===== src/rtl/edge_event_encoder.sv =====
// edge_event_encoder: turns 0->1 transitions on a per-row flag vector into
// timestamped {row, stamp} events. Events are queued in a small FIFO and
// delivered over a first-word-fall-through valid/ready stream. Rises that
// arrive while their row still has an unserviced event are merged into it
// and counted in a saturating drop counter.
module edge_event_encoder #(
  parameter int PIXEL_HEIGHT = 5,
  parameter int STAMP_WIDTH  = 16,
  parameter int FIFO_DEPTH   = 4,
  parameter int ROW_WIDTH    = $clog2(PIXEL_HEIGHT)
) (
  input  logic                          clock,
  input  logic                          reset,
  input  logic [PIXEL_HEIGHT-1:0]       result_in,
  output logic                          event_valid,
  input  logic                          event_ready,
  output logic [ROW_WIDTH-1:0]          event_row,
  output logic [STAMP_WIDTH-1:0]        event_stamp,
  output logic [$clog2(FIFO_DEPTH):0]   fifo_level,
  output logic [7:0]                    drop_count
);

  localparam int PTR_W = $clog2(FIFO_DEPTH);
  localparam int LVL_W = PTR_W + 1;
  localparam int ENT_W = ROW_WIDTH + STAMP_WIDTH;
  localparam int CNT_W = $clog2(PIXEL_HEIGHT + 1);
  localparam int SUM_W = ((CNT_W > 8) ? CNT_W : 8) + 1;

  // Saturating add of this cycle's merge count onto the 8-bit drop counter.
  function automatic logic [7:0] sat_add_drop(input logic [7:0] acc,
                                              input logic [CNT_W-1:0] inc);
    logic [SUM_W-1:0] sum;
    sum = SUM_W'(acc) + SUM_W'(inc);
    if (sum > SUM_W'(255)) begin
      return 8'hFF;
    end
    return sum[7:0];
  endfunction

  logic [PIXEL_HEIGHT-1:0] prev_q;
  logic [PIXEL_HEIGHT-1:0] pending_q, pending_d;
  logic [STAMP_WIDTH-1:0]  stamp_reg_q [PIXEL_HEIGHT];
  logic [STAMP_WIDTH-1:0]  stamp_reg_d [PIXEL_HEIGHT];
  logic [STAMP_WIDTH-1:0]  stamp_cnt_q;
  logic [ENT_W-1:0]        mem_q [FIFO_DEPTH];
  logic [PTR_W-1:0]        wr_ptr_q, rd_ptr_q;
  logic [LVL_W-1:0]        level_q, level_d;
  logic [7:0]              drop_q;

  logic [PIXEL_HEIGHT-1:0] rise;
  logic [PIXEL_HEIGHT-1:0] grant;
  logic [PIXEL_HEIGHT-1:0] svc;
  logic [ROW_WIDTH-1:0]    sel_row;
  logic [STAMP_WIDTH-1:0]  sel_stamp;
  logic [CNT_W-1:0]        merge_cnt;
  logic                    full;
  logic                    push;
  logic                    pop;
  logic [ROW_WIDTH-1:0]    head_row;
  logic [STAMP_WIDTH-1:0]  head_stamp;

  assign rise  = result_in & ~prev_q;
  // Isolate the lowest-index pending row (two's-complement trick).
  assign grant = pending_q & (~pending_q + PIXEL_HEIGHT'(1));
  // Fullness is judged before any pop, so a pop never frees a slot for a
  // same-cycle push.
  assign full  = (level_q == LVL_W'(FIFO_DEPTH));
  assign push  = (pending_q != '0) && !full;
  assign pop   = (level_q != '0) && event_ready;
  assign svc   = push ? grant : '0;

  // Encode the granted row and fetch its captured stamp.
  always_comb begin
    sel_row   = '0;
    sel_stamp = '0;
    for (int r = 0; r < PIXEL_HEIGHT; r++) begin
      if (grant[r]) begin
        sel_row   = sel_row | ROW_WIDTH'(r);
        sel_stamp = sel_stamp | stamp_reg_q[r];
      end
    end
  end

  // Per-row pending/stamp update: service clears, rise sets, rise on a still-pending row merges.
  always_comb begin
    pending_d   = pending_q;
    stamp_reg_d = stamp_reg_q;
    merge_cnt   = '0;
    for (int r = 0; r < PIXEL_HEIGHT; r++) begin
      if (svc[r]) begin
        pending_d[r] = 1'b0;
      end
      if (rise[r]) begin
        if (pending_q[r] && !svc[r]) begin
          merge_cnt = merge_cnt + CNT_W'(1);
        end else begin
          pending_d[r]   = 1'b1;
          stamp_reg_d[r] = stamp_cnt_q;
        end
      end
    end
  end

  // Occupancy follows push/pop; a simultaneous push and pop leaves it unchanged.
  always_comb begin
    level_d = level_q;
    case ({push, pop})
      2'b10:   level_d = level_q + LVL_W'(1);
      2'b01:   level_d = level_q - LVL_W'(1);
      default: level_d = level_q;
    endcase
  end

  // Control state: flag history, pending set, timestamp, FIFO pointers, drop counter.
  always_ff @(posedge clock) begin
    if (reset) begin
      prev_q      <= '0;
      pending_q   <= '0;
      stamp_cnt_q <= '0;
      wr_ptr_q    <= '0;
      rd_ptr_q    <= '0;
      level_q     <= '0;
      drop_q      <= '0;
    end else begin
      prev_q      <= result_in;
      pending_q   <= pending_d;
      stamp_cnt_q <= stamp_cnt_q + STAMP_WIDTH'(1);
      level_q     <= level_d;
      drop_q      <= sat_add_drop(drop_q, merge_cnt);
      if (push) begin
        wr_ptr_q <= wr_ptr_q + PTR_W'(1);
      end
      if (pop) begin
        rd_ptr_q <= rd_ptr_q + PTR_W'(1);
      end
    end
  end

  // Captured stamps are plain data; pending_q qualifies them, so no reset is needed.
  always_ff @(posedge clock) begin
    for (int r = 0; r < PIXEL_HEIGHT; r++) begin
      stamp_reg_q[r] <= stamp_reg_d[r];
    end
  end

  // FIFO storage write; entries are only observed while counted in level_q.
  always_ff @(posedge clock) begin
    if (push) begin
      mem_q[wr_ptr_q] <= {sel_row, sel_stamp};
    end
  end

  assign {head_row, head_stamp} = mem_q[rd_ptr_q];

  // Head is forced to zero while empty so stale storage never shows on the port.
  assign event_valid = (level_q != '0);
  assign event_row   = event_valid ? head_row   : '0;
  assign event_stamp = event_valid ? head_stamp : '0;
  assign fifo_level  = level_q;
  assign drop_count  = drop_q;

endmodule


===== config.mk =====
export PLATFORM = sky130hd
export DESIGN_NAME = edge_event_encoder
export DESIGN_NICKNAME = d
export VERILOG_FILES = /design/src/rtl/edge_event_encoder.sv
export SDC_FILE = /design/constraint.sdc
export NUM_CORES = 1
export LEC_CHECK = 0
export CAP_MARGIN = 20
export CORE_MARGIN = 2
export CORE_UTILIZATION = 40
export CTS_BUF_LIST = sky130_fd_sc_hd__clkbuf_16
export CTS_CLUSTER_SIZE = 24
export DETAILED_ROUTE_END_ITERATION = 6
export GPL_TIMING_DRIVEN = 0
export PLACE_DENSITY_LB_ADDON = 0.12
export SYNTH_ARGS = -nofsm -noshare
export SYNTH_HDL_FRONTEND = slang
export SYNTH_SLANG_ARGS = --single-unit

===== constraint.sdc =====
create_clock -name clock -period 3.9 [get_ports clock]
set_input_delay 1.17 -clock clock [delete_from_list [all_inputs] [get_ports clock]]
set_output_delay 1.17 -clock clock [all_outputs]
set_load 0.005 [all_outputs]

* Word-level counts from Yosys, hierarchy flattened
Memory sizes are Yosys's and may differ from the RTL's. A register that Yosys moved wholly into a read port is not among the register bits. Cells that the tools add are included.
Word-level totals: register bits 121, RAM bits 76, output and inout bits 31, word-level logic and storage cells 108, memories kept 1
Memories:
- mem_q | depth 4, bits a word 19, read ports 1, clocked after memory_dff 1, wr ports 1, line 45 | logic [ENT_W-1:0] mem_q [FIFO_DEPTH];
Operators by class: $add $sub $neg 11, magnitude comparators 1, equal/unequal tests 3, muxes and demuxes 46, bitwise operators 13, reductions and logical operators 21
Operators by type and width (count):
- two-way mux 16 bit | 6
- OR 16 bit | 4
- two-way mux 3 bit | 10
- two-way mux 1 bit | 22
- adder 16 x 1 -> 16 bit, second input constant | 1
- two-way mux 8 bit | 2
- adder 3 x 1 -> 3 bit, second input constant | 5
- bitwise AND 5 bit | 2
- NOT 5 bit | 2
- AND reduction 2 bit | 5
- adder 8 x 3 -> 9 bit | 1
- > comparator 9 x 8 -> 1 bit, second input constant | 1
- two-way mux 2 bit | 4
- logical AND 1 bit | 7
- logical NOT 1 bit | 6
- case mux 3 bit (2 select lines) | 1
- adder 5 x 1 -> 5 bit, second input constant | 1
- two-way mux 5 bit | 1
- NOT 1 bit | 5
- nonzero test 5 bit | 1
- adder 2 x 1 -> 2 bit, second input constant | 2
- equality test 3 bit, second input constant | 1
- nonzero test 3 bit | 1
- subtractor 3 x 1 -> 3 bit, second input constant | 1
- other kinds (3) | 3

* Logic depth before layout (Yosys ltp)
Gate-level depths: netlist of the first run.
word-level depth 25, mapped depth 18

* Least setup slack after synthesis of the first run
Ideal clock, no wire load.
path type in2reg, start point input result_in[0], end point register drop_q[0] (netlist: drop_count[0]), data arrival time 3.971 ns, required time 3.768 ns, path slack -0.204 ns, stages on the path 15, buffers on the path 0, cell sequence nand2b_1 nor2_1 ha_1 nand3b_1 o31ai_4 ha_1 mux2i_1 o221ai_2 ha_1 mux2_2 fa_1 a21oi_1 nor2_1 nand4_1 a21oi_1
Between the ends: cells in the longest elaborated chain, start to end 19
Ends and longest elaborated chain:
- start: declaration | line 14 | input logic [PIXEL_HEIGHT-1:0] result_in,
- bitwise AND 5 bit (*) | line 62 | assign rise = result_in & ~prev_q;
- two-way mux 1 bit (*) | line 93 | if (rise[r]) begin
- adder 3 x 1 -> 3 bit | line 95 | merge_cnt = merge_cnt + CNT_W'(1);
- two-way mux 3 bit | line 94 | if (pending_q[r] && !svc[r]) begin
- two-way mux 3 bit (*) | line 93
- adder 3 x 1 -> 3 bit | line 95
- two-way mux 3 bit | line 94
- two-way mux 3 bit (*) | line 93
- [3 not listed]
- adder 3 x 1 -> 3 bit | line 95
- two-way mux 3 bit | line 94
- two-way mux 3 bit (*) | line 93
- adder 8 x 3 -> 9 bit (*) | line 33 | sum = SUM_W'(acc) + SUM_W'(inc);
- > comparator 9 x 8 -> 1 bit | line 34 | if (sum > SUM_W'(255)) begin
- two-way mux 1 bit | line 34
- two-way mux 1 bit | line 116 | if (reset) begin
- two-way mux 8 bit (*) | line 37 | return sum[7:0];
- end signal: assignment | line 129 | drop_q <= sat_add_drop(drop_q, merge_cnt);
- end: declaration | line 48 | logic [7:0] drop_q;
Mark *: on every way between the ends. The rest lies on a longest branch, timed or not. The select of a mux whose other input is x is not followed. A chain may end at the register's enable or synchronous reset.

* Worst setup path in the final report of the first run
start point register level_q[1] (netlist: fifo_level[1]), end point register drop_q[5] (netlist: drop_count[5])
Between the ends: cells in the longest elaborated chain, start to end 25, elaborated cells between the ends (all ways) 33, classes of those cells add/sub: 5; order compare: 1; eq/ne: 1; mux: 14; reduce/logical: 12
Ends and longest elaborated chain:
- start: declaration | line 47 | logic [LVL_W-1:0] level_q, level_d;
- start signal: assignment | line 128 | level_q <= level_d;
- equality test 3 bit (*) | line 67 | assign full = (level_q == LVL_W'(FIFO_DEPTH));
- logical NOT 1 bit (*) | line 68 | assign push = (pending_q != '0) && !full;
- logical AND 1 bit (*) | line 68
- two-way mux 5 bit (*) | line 70 | assign svc = push ? grant : '0;
- logical NOT 1 bit | line 94
- logical AND 1 bit | line 94
- two-way mux 1 bit | line 94
- two-way mux 1 bit | line 93
- [9 not listed]
- adder 3 x 1 -> 3 bit | line 95
- two-way mux 3 bit | line 94
- two-way mux 3 bit (*) | line 93
- adder 8 x 3 -> 9 bit (*) | line 33
- > comparator 9 x 8 -> 1 bit | line 34
- two-way mux 1 bit | line 34
- two-way mux 1 bit | line 116
- two-way mux 8 bit (*) | line 37
Marks and branches as above.

==> results of run 1 <==
cells in the mapped netlist, drive strengths merged:
master   instances  area share, %
edfxtp         156             59
dfxtp           43             11
nor2            32            1.5
nand2           31            1.5
and2            27            2.1
a21oi           21            1.3
clkbuf          20           0.95
mux4            19            5.4
o21ai           18            1.1
xor2            18            2.0
a221o           16            2.0
a22oi           16            1.5
inv             14           0.67
ha              12            1.9
nor2b           10           0.79
xnor2           10            1.2
nand3            6           0.38
nand2b           5           0.40
a211oi           4           0.60
buf              4           0.33
nand4            4           0.32
and4             3           0.33
nor3             3           0.19
nor3b            3           0.29
a21boi           2           0.19
a21o             2           0.19
and3             2           0.16
fa               2           0.51
or3              2           0.16
and4b            1           0.13
mux2             1           0.14
mux2i            1           0.13
nand3b           1          0.095
nand4bb          1           0.14
nor4             1          0.079
o211ai           1          0.095
o221ai           1           0.19
o31ai            1           0.27
or3b             1           0.11
registers in the layout, indices dropped and copies added, names as in the netlist, named ones only:
register and cells:
pending_q 5, rd_ptr_q 2, prev_q 5, wr_ptr_q 2, stamp_cnt_q 16, fifo_level 3
stamp_reg_q 80, drop_count 8, mem_q 76
per-stage QoR:
| stage | worst slack [ns] | TNS (ns) |
|---|---|---|
| after floorplan | 0.000418 | 0 |
| after global placement | -0.758 | -5.83 |
| after detailed placement | -0.839 | -6.39 |
| after CTS | 0.00152 | 0 |
| after global routing | -0.0973 | -0.496 |
| final | 0.0892 | 0 |
kinds of logic after synthesis:
group           count (synthesis)  share of synthesized area [%]
fa+ha+maj                      14                           2.41
mux                            21                           5.70
simple gates                  133                           8.72
xor+xnor                       28                           3.21
compound gates                 82                           7.58
buf+inv                        38                           1.95
flops                         199                           70.4
routing by layer:
metal	vias to the layer above	global-route usage, %	share of wire, %
met5	-	0	0
met4	0	5.88	1.3
met3	11	3.28	2.9
met2	53	23.9	49
met1	2093	18.6	47
li1	2083	-	-
layout make-up:
type                            count  area (um^2)
Timing Repair Buffer               57          522
Inverter                           14         52.6
Clock inverter                     15          200
Sequential cell                   199         5560
Buffer                             22         98.8
Clock buffer                       17          425
Multi-Input combinational cell    278         2290
Fill cell                        1722         9920
Tap cell                          265          332
where the power goes:
part	switching (W)	internal (W)
clock network	0.000764	0.00108
registers	0.0000975	0.00264
logic	0.000572	0.000644
worst paths after layout:
check,end,depth (start not counted),slack [ns],from
setup / recovery,drop_count[5],17,0.09,fifo_level[1]
hold / removal,pending_q[4],2,0.51,pending_q[4]
setup reg to reg,drop_count[5],17,0.09,fifo_level[1]
hold reg to reg,pending_q[4],2,0.51,pending_q[4]
timing repair:
item / in CTS / in global routing
pin swaps: 5 / 13
setup buffers: 5 / 12
endpoints found under the setup margin: 18 / 18
resized for setup: 7 / 27
critical path, cell delays in order (launching register included):
cell and delay, ns:
dfxtp_4 0.36, or3b_1 0.39, buf_6 0.14, a21boi_4 0.17
ha_4 0.22, nand3b_1 0.12, o31ai_4 0.10, ha_1 0.32
mux2i_1 0.17, o221ai_2 0.12, ha_2 0.29, mux2_4 0.27
ha_1 0.27, a21o_1 0.17, a21oi_2 0.22, nor2_1 0.09
xnor2_1 0.14, a21oi_1 0.09
==> reports/metrics.cfg, run 1 <==
[outcome]
status = completed

[route]
post_drt_via_cell_ratio = 4.89
ant_nets = 0
drc_errors = 0
finalWirelength_um = 14100
vias = 4240
routedWlPerCell_um = 16.2
drtPass1Iterations = 4
drt_first_iter_violations = 115

[worst_setup_path]
cp-end-kind = flip-flop
startpoint_type = flip-flop
crit_type = flip-flop to flip-flop
crit_path_max_fanout = 7
arrival_ns = 4.09
worst-endpoint-required_ns = 4.18

[cells_and_area]
antennaDiodeCount = 0
final_cell_mix = 156 x edfxtp_1, 40 x dfxtp_1, 35 x clkdlybuf4s50_1
finish.instance_area_um2 = 9470
drive_above_1_share_pct = 17.4
instances_no_fill = 867
area_delta_synth_final_pct = 20.3
nets = 611
final_common_cell = edfxtp_1
utilization_pct = 48.8

[sta]
finalCritPeriodShare_pct = 97.7
fin_skew_ns = 0.00821
min_period_ns = 3.81
max_freq_ghz = 0.262
worstMarginPinSlew_ns = 1.04
hold_viol_final = 0
slew_viol_final = 0
maxSlewHeadroom_pct = 30.4
whs_ns = 0.513
rsz0062_at_grt = yes
setup_viol = 0

[yosys]
yosysUniqueCellTypes = 43
syn-cell-area_um2 = 7880
syn_nets = 537
synth_seq_cells = 199
syn_avg_cell_area_um2 = 15.3
ys_warn_count = 0
synth.yosys.seq_area_share_pct = 70.4
synthCells = 515

[worst_hold_path]
hold_class = flip-flop to flip-flop

[clock_tree]
clk-insertion-delay-late_ns = 0.43
htree_num_levels = 4
cts_tree = built
cts_made_buffers = 17
cts.sinks = 199
clk_pin_slew_worst_paths_ns = 0.07
clockRootBuffer = clkbuf_16
clockBufferDepth = 2
cts_hold_buf = 0

[power_and_ir_drop]
p_leak_nw = 3.25
power_density_nw_per_um2 = 611
ir_drop_uv = 386
power_w = 0.00579

[global_routing]
grt_pass1_vias = 4278
track_usage_pct = 14.5
grt_max_degree = 20
grt_pass1_wl_um = 22300
grt-ovfl-total = 0
antenna_found_initial = 0

[floorplan]
ios = 39
initial_core_util_pct = 40.6
num_rows = 51
die_w_um = 144
dieArea_um2 = 20800
core-area_um2 = 19400
dieHeight_um = 144

[placement]
place_congestion = 0.738
dp_hpwl_um = 9490
placed_cell_area_um2 = 8630
dp_cells = 820
portBuffers = 37

[flow_run]
cap_violations = 0

(Power assumes the default switching activity.)
==> run 2: changes to the inputs <==
ABC_AREA = 1   (was default)
==> run 2 against run 1 <==
Against the previous run: sequential cell count unchanged; die area up 3.4%; count of clock-buffer cells in the layout unchanged; non-clock buffer count up 34.
==> reports/metrics.cfg, run 2 <==
[clock_tree]
htree_num_levels = 4
cts.sinks = 199
cts_tree = built
cts_made_buffers = 17
clockBufferDepth = 2
clockRootBuffer = clkbuf_16
cts_hold_buf = 0
clk-insertion-delay-late_ns = 0.42
clk_pin_slew_worst_paths_ns = 0.07

[yosys]
synth_seq_cells = 199
syn-cell-area_um2 = 8150
synth_commonest_cells = 156 x edfxtp_1, 114 x nor2_1, 62 x nand3_1
synth.yosys.seq_area_share_pct = 68.0
ys_warn_count = 0
synth-edff-count = 156
synthCells = 706
async_reset_ff_share_pct = 0
synth.area.top_cells = edfxtp_1 57%, dfxtp_1 11%, nor2_1 5.2%
synth_largest_area_cell = edfxtp_1
syn_nets = 728
synth_top_area_share_pct = 57.5
synth_most_common_cell = edfxtp_1
syn_avg_cell_area_um2 = 11.5
yosysUniqueCellTypes = 36
synth_ff_type = edfxtp_1

[global_routing]
grt_pass1_wl_um = 27500
track_usage_pct = 16.4
grt-ovfl-total = 0
grt_max_degree = 20
grt_pass1_vias = 5415
antenna_found_initial = 0

[worst_setup_path]
rr_worst_depth = 26
worst_path_largest_cell_delay_ns = 0.19
crit_path_max_fanout = 2
worst-endpoint-required_ns = 4.26
r2r_start = pending_q[0]
crit_type = primary input to flip-flop
startpoint_type = primary input
slowest_stage = dlygate4sd2_1
arrival_ns = 4.13
cp-end-kind = flip-flop
cpMostUsedCell = buf_4
r2r_setup_slack_ns = 0.23
worstReg2RegEnd = drop_count[7]

[floorplan]
initial_core_util_pct = 40.6
num_rows = 52
core-area_um2 = 20100
die_w_um = 147
dieArea_um2 = 21500
ios = 39
dieHeight_um = 147

[sta]
finalCritPeriodShare_pct = 96.6
worstMarginPinSlew_ns = 0.911
whs_ns = 0.461
hold_viol_final = 0
rsz0062_at_grt = no
slew_viol_final = 0
max_freq_ghz = 0.265
maxSlewHeadroom_pct = 39.3
fin_skew_ns = 0.0120
final.setup.tns_ns = 0
setup_viol = 0
min_period_ns = 3.77

[route]
drtPass1Iterations = 4
drt_first_iter_violations = 280
vias = 5287
routedWlPerCell_um = 15.5
ant_nets = 0
finalWirelength_um = 16900
post_drt_via_cell_ratio = 4.85
drc_errors = 0

[worst_hold_path]
min_path_cells = 1
holdCritStartpoint = fifo_level[0]
worst_hold_path.endpoint = fifo_level[0]
hold_class = flip-flop to flip-flop

[outcome]
status = completed

[placement]
place_congestion = 0.787
portBuffers = 37
dp_hpwl_um = 11700
dp_cells = 1021
placed_cell_area_um2 = 9030

[cells_and_area]
antennaDiodeCount = 0
final_cell_mix = 156 x edfxtp_1, 106 x nor2_1, 56 x nand3_1
regMostFlops = stamp_reg_q
finish.instance_area_um2 = 10100
fillers = 1723
nets = 829
instances_no_fill = 1090
top_regs = stamp_reg_q (80), mem_q (76), stamp_cnt_q (16)
largest_register_ffs = 80
multi_input_area_um2 = 2450
final_common_cell = edfxtp_1
seqCellArea_um2 = 5550
drive_above_1_share_pct = 19.9
area_delta_synth_final_pct = 23.5

[power_and_ir_drop]
power_density_nw_per_um2 = 586
p_leak_nw = 3.72
ir_drop_uv = 299

[flow_run]
cap_violations = 0

## run 2: changes by cell type after synthesis, sizes merged, moves of 14 or more
cell,before,now
o21ai,18,55
a21oi,21,49
nand3,6,69
a22oi,16,0
nand2,31,63
and2,27,1
inv,14,60
nor2,32,120
mux4,19,0
xor2,18,4
## run 2: logic make-up after synthesis
group                    count (synthesis)  share of synthesized area (%)
AO/OA/AOI/OAI                          122                           8.56
XOR/XNOR                                 7                          0.752
adder cells (fa/ha/maj)                 14                           2.33
buffers and inverters                   92                           4.65
flip-flops                             199                           68.0
AND/OR/NAND/NOR                        272                           15.7
## run 2: worst max path at each step
stage | startpoint | endpoint | slack (ns)
floorplan | result_in[0] | drop_count[7] | 0.001
global route | result_in[0] | drop_count[7] | 0.01
global placement | result_in[0] | drop_count[7] | -0.74
finish | result_in[1] | prev_q[1] | 0.13
detailed placement | result_in[0] | drop_count[7] | -0.85
CTS | pending_q[2] | drop_count[2] | 0.0008
## run 2: final cells by class
type                       instances  share of cell area [%]
sequential                       199                    55.1
buffer                            29                    1.43
clock inverter                    15                    1.84
multi-input combinational        415                    24.3
clock buffer                      17                    4.23
timing repair buffer              84                    7.42
inverter                          61                    2.27
tap                              270                    3.36
## run 2: critical path, delay by kind of cell
| kind | cells | cell delay (ns) |
|---|---|---|
| buf+inv | 24 | 2.89 |
| simple gates | 1 | 0.07 |
## run 2: power breakdown
part	switching, W	internal [W]
logic	0.000803	0.000596
registers	0.0000953	0.00262
clock network	0.000810	0.000975
total	0.00171	0.00419
## run 2: metal layers
| metal | vias to the layer above | track usage [%] | part of all wire (%) |
|---|---|---|---|
| li1 | 2675 | - | - |
| met1 | 2512 | 20.0 | 44 |
| met2 | 83 | 28.8 | 51 |
| met3 | 17 | 3.07 | 3.2 |
| met4 | 0 | 6.46 | 1.6 |
| met5 | - | 0 | 0 |
## run 2: what timing repair did
action / in CTS / in global routing
gates resized for setup: 17 / 23
pin swaps: 20 / 15
buffers inserted: 35 / 4
endpoints found under the setup margin: 8 / 8
## run 2: metrics by stage
stage / setup WS, ns / utilization (%) / total power (W)
after floorplan: 0.00137 / - / 0.00348
after global placement: -0.741 / 44.4 / 0.00406
after detailed placement: -0.855 / 44.9 / 0.00414
after CTS: 0.000810 / 49.5 / 0.00595
after global routing: 0.0125 / 50.1 / 0.00621
final: 0.133 / 50.1 / 0.00590
